==> config.mk <==
export PLATFORM = sky130hd
export DESIGN_NAME = cache_port_arbiter
export DESIGN_NICKNAME = d
export VERILOG_FILES = /design/src/rtl/cache_pkg.sv /design/src/rtl/rr_priority_pick.sv /design/src/rtl/cache_port_arbiter.sv
export SDC_FILE = /design/constraint.sdc
export NUM_CORES = 1
export LEC_CHECK = 0
export CORE_MARGIN = 10
export CORE_UTILIZATION = 41
export CTS_CLUSTER_SIZE = 16
export DETAILED_ROUTE_END_ITERATION = 12
export GPL_TIMING_DRIVEN = 0
export PLACE_DENSITY = 0.82
export SLEW_MARGIN = 10
export SYNTH_ARGS = -nofsm -noshare
export SYNTH_HDL_FRONTEND = slang
export SYNTH_SLANG_ARGS = --single-unit
==> constraint.sdc <==
create_clock -name clk -period 2.69 [get_ports clk]
set_clock_uncertainty 0.05 [all_clocks]
set_input_delay 0.807 -clock clk [delete_from_list [all_inputs] [get_ports clk]]
set_output_delay 0.807 -clock clk [all_outputs]
set_load 0.02 [all_outputs]
==> src/rtl/cache_pkg.sv <==
// Shared types and constants for the CPU-side cache port arbiter.
package cache_pkg;

    localparam int WORD_SIZE_DEF = 32;

    typedef enum logic [1:0] {
        ARB_IDLE,
        ARB_ISSUE,
        ARB_WAIT
    } arb_state_t;

endpackage

==> src/rtl/rr_priority_pick.sv <==
// Combinational round-robin pick: the search starts at ptr and wraps, and the
// first requesting bit wins. Kept standalone so a memory-side arbiter can reuse it.
module rr_priority_pick #(
    parameter int NUM_REQ = 2,
    localparam int IDX_W  = (NUM_REQ > 1) ? $clog2(NUM_REQ) : 1
) (
    input  logic [NUM_REQ-1:0] req,
    input  logic [IDX_W-1:0]   ptr,
    output logic [NUM_REQ-1:0] grant,
    output logic [IDX_W-1:0]   grant_idx,
    output logic               any
);

    assign any = |req;

    // Walk the candidates in rotated order starting at ptr; the first hit wins.
    always_comb begin
        logic [IDX_W:0] cand;
        logic           found;
        grant     = '0;
        grant_idx = '0;
        found     = 1'b0;
        cand      = '0;
        for (int i = 0; i < NUM_REQ; i++) begin
            cand = {1'b0, ptr} + (IDX_W+1)'(i);
            if (cand >= (IDX_W+1)'(NUM_REQ)) begin
                cand = cand - (IDX_W+1)'(NUM_REQ);
            end
            if (!found && req[cand[IDX_W-1:0]]) begin
                found                    = 1'b1;
                grant[cand[IDX_W-1:0]]   = 1'b1;
                grant_idx                = cand[IDX_W-1:0];
            end
        end
    end

endmodule

==> src/rtl/cache_port_arbiter.sv <==
// Round-robin arbiter sharing the single cache_controller CPU port among
// NUM_REQ requesters. One transaction in flight at a time; completion is the
// rising edge of cpu_res_ready; a watchdog aborts a hung transaction.
//
// state     | meaning
// ARB_IDLE  | no transaction; pick and latch a new grant if any request
// ARB_ISSUE | one-cycle request pulse to the controller, req_ready to grantee
// ARB_WAIT  | waiting for the completion edge or watchdog expiry
module cache_port_arbiter
    import cache_pkg::*;
#(
    parameter int NUM_REQ        = 2,
    parameter int WORD_SIZE      = WORD_SIZE_DEF,
    parameter int TIMEOUT_CYCLES = 1024
) (
    input  logic                           clk,
    input  logic                           rst_n,
    input  logic [NUM_REQ-1:0]             req_valid,
    input  logic [NUM_REQ-1:0]             req_rw,
    input  logic [NUM_REQ*WORD_SIZE-1:0]   req_addr,
    input  logic [NUM_REQ*WORD_SIZE-1:0]   req_datain,
    output logic [NUM_REQ-1:0]             req_ready,
    output logic [NUM_REQ-1:0]             resp_valid,
    output logic [WORD_SIZE-1:0]           resp_dataout,
    output logic                           cpu_req_enable,
    output logic                           cpu_req_rw,
    output logic [WORD_SIZE-1:0]           cpu_req_addr,
    output logic [WORD_SIZE-1:0]           cpu_req_datain,
    input  logic [WORD_SIZE-1:0]           cpu_res_dataout,
    input  logic                           cpu_res_ready,
    output logic                           busy,
    output logic                           timeout_err
);

    localparam int IDX_W = (NUM_REQ > 1) ? $clog2(NUM_REQ) : 1;
    localparam int WD_W  = (TIMEOUT_CYCLES > 1) ? $clog2(TIMEOUT_CYCLES) : 1;
    localparam bit WD_EN = (TIMEOUT_CYCLES > 0);
    // Down-counter loaded on entry to WAIT; terminal count 0 marks the last allowed WAIT cycle.
    localparam logic [WD_W-1:0] WD_LOAD = WD_W'(TIMEOUT_CYCLES - 1);

    arb_state_t             state_q, state_d;
    logic [IDX_W-1:0]       ptr_q, ptr_d;
    logic [NUM_REQ-1:0]     grant_q, grant_d;
    logic                   rw_q, rw_d;
    logic [WORD_SIZE-1:0]   addr_q, addr_d;
    logic [WORD_SIZE-1:0]   wdata_q, wdata_d;
    logic                   res_prev_q;
    logic [WD_W-1:0]        wd_cnt_q, wd_cnt_d;
    logic                   timeout_err_q, timeout_err_d;
    logic [NUM_REQ-1:0]     resp_valid_q, resp_valid_d;
    logic [WORD_SIZE-1:0]   resp_data_q, resp_data_d;

    logic [NUM_REQ-1:0]     pick_grant;
    logic [IDX_W-1:0]       pick_idx;
    logic                   pick_any;
    logic                   complete;

    rr_priority_pick #(.NUM_REQ(NUM_REQ)) u_pick (
        .req       (req_valid),
        .ptr       (ptr_q),
        .grant     (pick_grant),
        .grant_idx (pick_idx),
        .any       (pick_any)
    );

    // A level left high by the previous transaction must not complete a new one.
    assign complete = cpu_res_ready & ~res_prev_q;

    assign cpu_req_enable = (state_q == ARB_ISSUE);
    assign req_ready      = cpu_req_enable ? grant_q : '0;
    assign busy           = (state_q != ARB_IDLE);
    assign cpu_req_rw     = rw_q;
    assign cpu_req_addr   = addr_q;
    assign cpu_req_datain = wdata_q;
    assign resp_valid     = resp_valid_q;
    assign resp_dataout   = resp_data_q;
    assign timeout_err    = timeout_err_q;

    // Next-state, grant/payload latch, watchdog and response generation.
    always_comb begin
        state_d       = state_q;
        ptr_d         = ptr_q;
        grant_d       = grant_q;
        rw_d          = rw_q;
        addr_d        = addr_q;
        wdata_d       = wdata_q;
        wd_cnt_d      = wd_cnt_q;
        timeout_err_d = timeout_err_q;
        resp_valid_d  = '0;
        resp_data_d   = resp_data_q;
        case (state_q)
            ARB_IDLE: begin
                if (pick_any) begin
                    grant_d = pick_grant;
                    rw_d    = req_rw[pick_idx];
                    addr_d  = req_addr[int'(pick_idx)*WORD_SIZE +: WORD_SIZE];
                    wdata_d = req_datain[int'(pick_idx)*WORD_SIZE +: WORD_SIZE];
                    ptr_d   = (pick_idx == IDX_W'(NUM_REQ - 1)) ? '0 : pick_idx + IDX_W'(1);
                    state_d = ARB_ISSUE;
                end
            end
            ARB_ISSUE: begin
                wd_cnt_d = WD_LOAD;
                if (complete) begin
                    resp_valid_d = grant_q;
                    resp_data_d  = rw_q ? '0 : cpu_res_dataout;
                    state_d      = ARB_IDLE;
                end else begin
                    state_d = ARB_WAIT;
                end
            end
            ARB_WAIT: begin
                if (complete) begin
                    resp_valid_d = grant_q;
                    resp_data_d  = rw_q ? '0 : cpu_res_dataout;
                    state_d      = ARB_IDLE;
                end else if (WD_EN && (wd_cnt_q == '0)) begin
                    timeout_err_d = 1'b1;
                    resp_valid_d  = grant_q;
                    resp_data_d   = '0;
                    state_d       = ARB_IDLE;
                end else if (WD_EN) begin
                    wd_cnt_d = wd_cnt_q - WD_W'(1);
                end
            end
            default: state_d = ARB_IDLE;
        endcase
    end

    // State and datapath registers; reset drops any transaction in flight.
    always_ff @(posedge clk or negedge rst_n) begin
        if (!rst_n) begin
            state_q       <= ARB_IDLE;
            ptr_q         <= '0;
            grant_q       <= '0;
            rw_q          <= 1'b0;
            addr_q        <= '0;
            wdata_q       <= '0;
            res_prev_q    <= 1'b0;
            wd_cnt_q      <= '0;
            timeout_err_q <= 1'b0;
            resp_valid_q  <= '0;
            resp_data_q   <= '0;
        end else begin
            state_q       <= state_d;
            ptr_q         <= ptr_d;
            grant_q       <= grant_d;
            rw_q          <= rw_d;
            addr_q        <= addr_d;
            wdata_q       <= wdata_d;
            res_prev_q    <= cpu_res_ready;
            wd_cnt_q      <= wd_cnt_d;
            timeout_err_q <= timeout_err_d;
            resp_valid_q  <= resp_valid_d;
            resp_data_q   <= resp_data_d;
        end
    end

endmodule

* Word-level counts from Yosys, hierarchy flattened
Cells that the tools add are included.
W data, S select, Z words.
** Cells by class
- $add $sub $neg :: 5
- Magnitude comparators :: 7
- Equal/unequal tests :: 7
- Shifts and indexed selects :: 2
- Muxes and demuxes :: 36
- Bitwise operators :: 4
- Reductions and logical operators :: 14
** Operators by type and width (count)
- $mux W32 :: 4
- $shiftx A64 B7 Y32 :: 2
- $pmux W32 S2 :: 1
- $mux W10 :: 2
- $mux W2 :: 10
- $pmux W10 S2 :: 1
- $mux W1 :: 14
- $logic_not A10 Y1 :: 1
- $sub A10 B1 Y10 const B :: 1
- $reduce_and A3 Y1 :: 3
- $lt A1 B2 Y1 const B :: 3
- $ne A2 B2 Y1 const B :: 3
- $pmux W2 S3 :: 1
- $pmux W2 S2 :: 1
- $reduce_and A2 Y1 :: 2
- $reduce_bool A2 Y1 :: 2
- $logic_and A1 B1 Y1 :: 3
- $ne A3 B3 Y1 const B :: 1
- $add A1 B1 Y2 const B :: 1
- $demux W1 S1 :: 2
- $eq A2 B1 Y1 const B :: 1
- $eq A2 B2 Y1 const B :: 1
- $ge A1 B1 Y1 const B :: 2
- $ge A1 B2 Y1 const B :: 1
- other kinds (10) :: 12
** Word-level totals
- Register bits :: 116
- Bits of input ports :: 167
- Logic and storage cells :: 86

* Longest topological paths before layout
- Word-level depth :: 10
- Gate-level depth with buffers :: 8
- Mapped depth without buffers :: 6

* Modules after synthesis
A second synthesis with hierarchy kept.
** Unflattened totals
- Cells, all modules :: 543
- Area, all modules :: 5506.5 um2
** By module, submodules not included
- cache_port_arbiter :: instances 1, cells an instance 538, area an instance 5474.0 um2, seq. area each 2902.8 um2
- rr_priority_pick :: instances 1, cells an instance 5, area an instance 32.5 um2, seq. area each 0.0 um2

* Worst setup path before layout
OpenSTA, ideal clock, no wires.
- Kind :: flip-flop to flip-flop
- From :: register wd_cnt_q[0]
- To :: register resp_data_q[0], in the netlist resp_dataout[0]
- Library setup time :: 79 ps
- Arrival time :: 2273 ps
- Required time :: 2561 ps
- Setup slack :: 287 ps
- Cell stages (with the launch flop) :: 9
- Clock period less this slack :: 2403 ps
- Path through :: dfrtp_1 -> inv_1 -> ha_1 -> or4b_4 -> or3_1 -> buf_2 -> o31ai_4 -> buf_8 -> mux2i_1
** Between the ends
- Word-level cells in the longest chain between the ends :: 3
** Ends and longest elaborated chain
- start: declaration :: line cache_port_arbiter.sv:48 : logic [WD_W-1:0] wd_cnt_q, wd_cnt_d;
- start signal: assignment :: line cache_port_arbiter.sv:152 : wd_cnt_q <= wd_cnt_d;
- $logic_not A10 Y1 :: line cache_port_arbiter.sv:117 : end else if (WD_EN && (wd_cnt_q == '0)) begin
- $ne A3 B3 Y1 (no line)
- $reduce_and A3 Y1 (no line)
- end signal: assignment :: line cache_port_arbiter.sv:155 : resp_data_q <= resp_data_d;
- end: declaration :: line cache_port_arbiter.sv:51 : logic [WORD_SIZE-1:0] resp_data_q, resp_data_d;
No other way between the ends.
A chain may end at the register's enable or synchronous reset.

* Worst setup path after layout
- From :: register wd_cnt_q[0]
- To :: register resp_data_q[23], in the netlist resp_dataout[23]
Same word-level chain as after synthesis.

==> results.yml <==
yosys:
  synth_flop_cell: "dfrtp_1"
  synth-simple-area-share: 0.1023
  synth_warnings: 0
  synth_compound_area_frac: 0.1150
  synth_top_family_by_area: "multiplexers"
  syn-num-nets: 703
  synthCells: 531
  ys_types: 42
  ys_async_sr_fraction: 1.000
  synth_area_per_cell_um2: 10.25
  synth.largest_area_cell: "dfrtp_1"
  post_synth_xor_area_fraction: 0
  yosys_register_bits: 116
  synth_top_area_share: 0.5336
  synth-seq-area-share: 0.5336
  synth_edf_count: 0
  synth.area.mux_share: 0.1785
  synth_area_leaders: "dfrtp_1 (53%), mux2i_1 (18%), nand2_1 (7.0%)"
  syn_area_um2: 5440
  synth_fa_ha_area_frac: 0.01150
drt:
  routed_wirelength_mm: 18.92
  drt_iter0_drc: 174
  drc: 0
  antenna_left: 0
  dr.pass1.iters: 4
  vias: 5041
  wl_per_cell_um: 18.75
  via_per_inst: 4.996
die:
  die_x_um: 135.2
  fp.dieH_um: 135.2
  start_util: 0.4141
  dieArea_um2: 18280
  core-area_um2: 13140
  io_pins: 271
  rows: 42
worst_setup_path:
  cpPeakStageDelay_ns: 0.48
  worstPathArrival_ns: 2.88
  cp_max_fo: 10
  cp-end-kind: "register"
  crit_family: "simple AND/OR/NAND/NOR gates"
  cp_cell_sequence: "inv_2 > ha_1 > or4b_4 > or3_1 > buf_2 > o31ai_4 > buf_12 > buf_8 > mux2i_2"
  critPathBufInv: 4
  cp.required_ns: 2.96
  cp-start-kind: "register"
  path_class: "register to register"
  cp_slowest_cell: "or4b_4"
timing:
  setup_violations: 0
  min_period_ns: 2.605
  slew_violations: 0
  setup_ws_ns: 0.08456
  slew_headroom: 0.5392
  hold_viol: 0
  fin_crit_sh: 0.9686
  max_freq_ghz: 0.3838
  tightest_slew_ns: 0.6912
clock_tree:
  holdBufCountCts: 0
  clockBufferDepth: 2
  numCtsBuffers: 17
  cts_tree: "built"
  cts_sinks: 116
  cts.clk_slew.worst_paths_ns: 0.05
  clk_latency_ns: 0.41
  cts-htree-levels: 4
  clock_tree.root_cell: "clkbuf_16"
final_layout:
  synthToLayoutAreaGrowth_pct: 65.82
  multi_input_area_um2: 2225
  fin_area_um2: 9021
  nFillCells: 990
  drive_gt1_frac: 0.06363
  diodes: 0
  regArea_um2: 2903
  final_nets: 993
grt:
  grt_start_max_net_pins: 80
  grt_pass1_vias: 5613
  grt_remaining_overflow: 0
  grt_pass1_wl_mm: 29.53
  antenna_found_initial: 0
  grtUsageTotal: 0.2042
power_and_ir_drop:
  p_leak_nw: 4.058
  power_density_nw_per_um2: 1105
  fin_total_pwr_mw: 9.973
  irDropWorstVdd_mv: 0.5174
min_path:
  hold_class: "input pin to async pin"
run:
  maxCapViolCount: 0
placement:
  placedInstanceArea_um2: 8392
  place_ws_ns: -0.7648
  dp_hpwl_mm: 14.92
  port-buffer-count: 270
  gp_congestion: 0.8499
outcome:
  status: "finished, final reports clean"
## repair_timing
item	4_1_cts	5_1_grt
setup buffers	0	1
resized for setup	12	15
pin swaps	0	1
setup endpoints to repair	45	96
cloned	0	0
## layer usage
metal	track usage	wire length (um)	vias up
li1	-	-	2388
met1	0.2101	7020	2427
met2	0.3603	9810	203
met3	0.09533	1834	23
met4	0.06459	252	0
met5	0	0	-
## power by group
part	internal [mW]	switching, mW
combinational	2.11	2.65
sequential	2.52	0.464
clock	1.45	0.783
## Yosys cell counts, types with 2 or more instances
master and n:
clkbuf_1 23, and2_1 3, a311oi_1 4, and3_1 3, a21oi_1 7, a211oi_1 2, nand2_1 101, nor4_1 2
nor3_1 3, o311a_1 2, o21ai_0 70, buf_1 6, mux2i_1 97, buf_8 3, or3_1 3, a21o_1 2
nor2_1 11, buf_2 2, inv_1 41, o31ai_1 5, ha_1 5, dfrtp_1 116
## worst reg2reg max path, stage by stage, from the launching register on
cell	delay, ns
dfrtp_1	0.42
inv_2	0.08
ha_1	0.14
or4b_4	0.48
or3_1	0.35
buf_2	0.17
o31ai_4	0.27
buf_12	0.16
buf_8	0.16
mux2i_2	0.23
## cells in the final DEF (no fill, tap or decap), types with 5 or more instances in the layout
cell / n
a21oi_1: 7
clkbuf_1: 21
dfrtp_1: 116
mux2i_1: 96
o31ai_1: 5
inv_1: 40
nor2_1: 11
clkdlybuf4s50_1: 265
clkbuf_16: 17
o21ai_0: 69
nand2_1: 101
## logic make-up (layout without fill, tap and decap cells)
kind of cell | count (synthesis) | in the layout
AOI/OAI and AO/OA | 105 | 105
adders and majority gates | 5 | 5
buffers and inverters | 76 | 378
DFF | 116 | 116
muxes | 97 | 97
and+or+nand+nor | 132 | 132
## cell type report
type,count,area share
Clock buffer,22,0.05368
Multi-Input combinational cell,339,0.2466
Sequential cell,116,0.3218
Inverter,42,0.01748
Buffer,33,0.01983
Clock inverter,9,0.01137
Timing Repair Buffer,272,0.3049
Tap cell,176,0.02441
## stage by stage
| stage | util | TNS (ns) | hold slack (ns) | std cells |
|---|---|---|---|---|
| final | 0.6867 | 0 | 0.2381 | 1009 |
| after floorplan | - | 0 | 0.4007 | 531 |
| after global placement | 0.6366 | -433.43 | 0.4082 | 977 |
| after CTS | 0.6836 | 0 | 0.2477 | 1008 |
| after global routing | 0.6867 | -0.01958 | 0.2628 | 1009 |
| after detailed placement | 0.6388 | -28.72 | 0.4136 | 978 |
## registers in the layout, indices dropped and copies added (netlist names)
name,flops
cpu_req_datain,32
cpu_req_rw,1
cpu_req_addr,32
timeout_err,1
wd_cnt_q,10
grant_q,2
resp_valid,2
res_prev_q,1
resp_dataout,32
state_q,2
ptr_q,1
## worst paths after layout
path / slack, ns / cells past startpoint / start / end
min: 0.24 / 1 / rst_n / resp_dataout[17]$_DFFE_PN0P_
min reg2reg: 0.43 / 1 / timeout_err$_DFFE_PN0P_ / timeout_err$_DFFE_PN0P_
max: 0.08 / 9 / wd_cnt_q[0]$_DFFE_PN0P_ / resp_dataout[23]$_DFFE_PN0P_
max reg2reg: 0.08 / 9 / wd_cnt_q[0]$_DFFE_PN0P_ / resp_dataout[23]$_DFFE_PN0P_
max in group asynchronous: 1.64 / 2 / rst_n / cpu_req_addr[4]$_DFFE_PN0P_
min in group clk: 0.43 / 1 / timeout_err$_DFFE_PN0P_ / timeout_err$_DFFE_PN0P_
(Power assumes the default switching activity.)
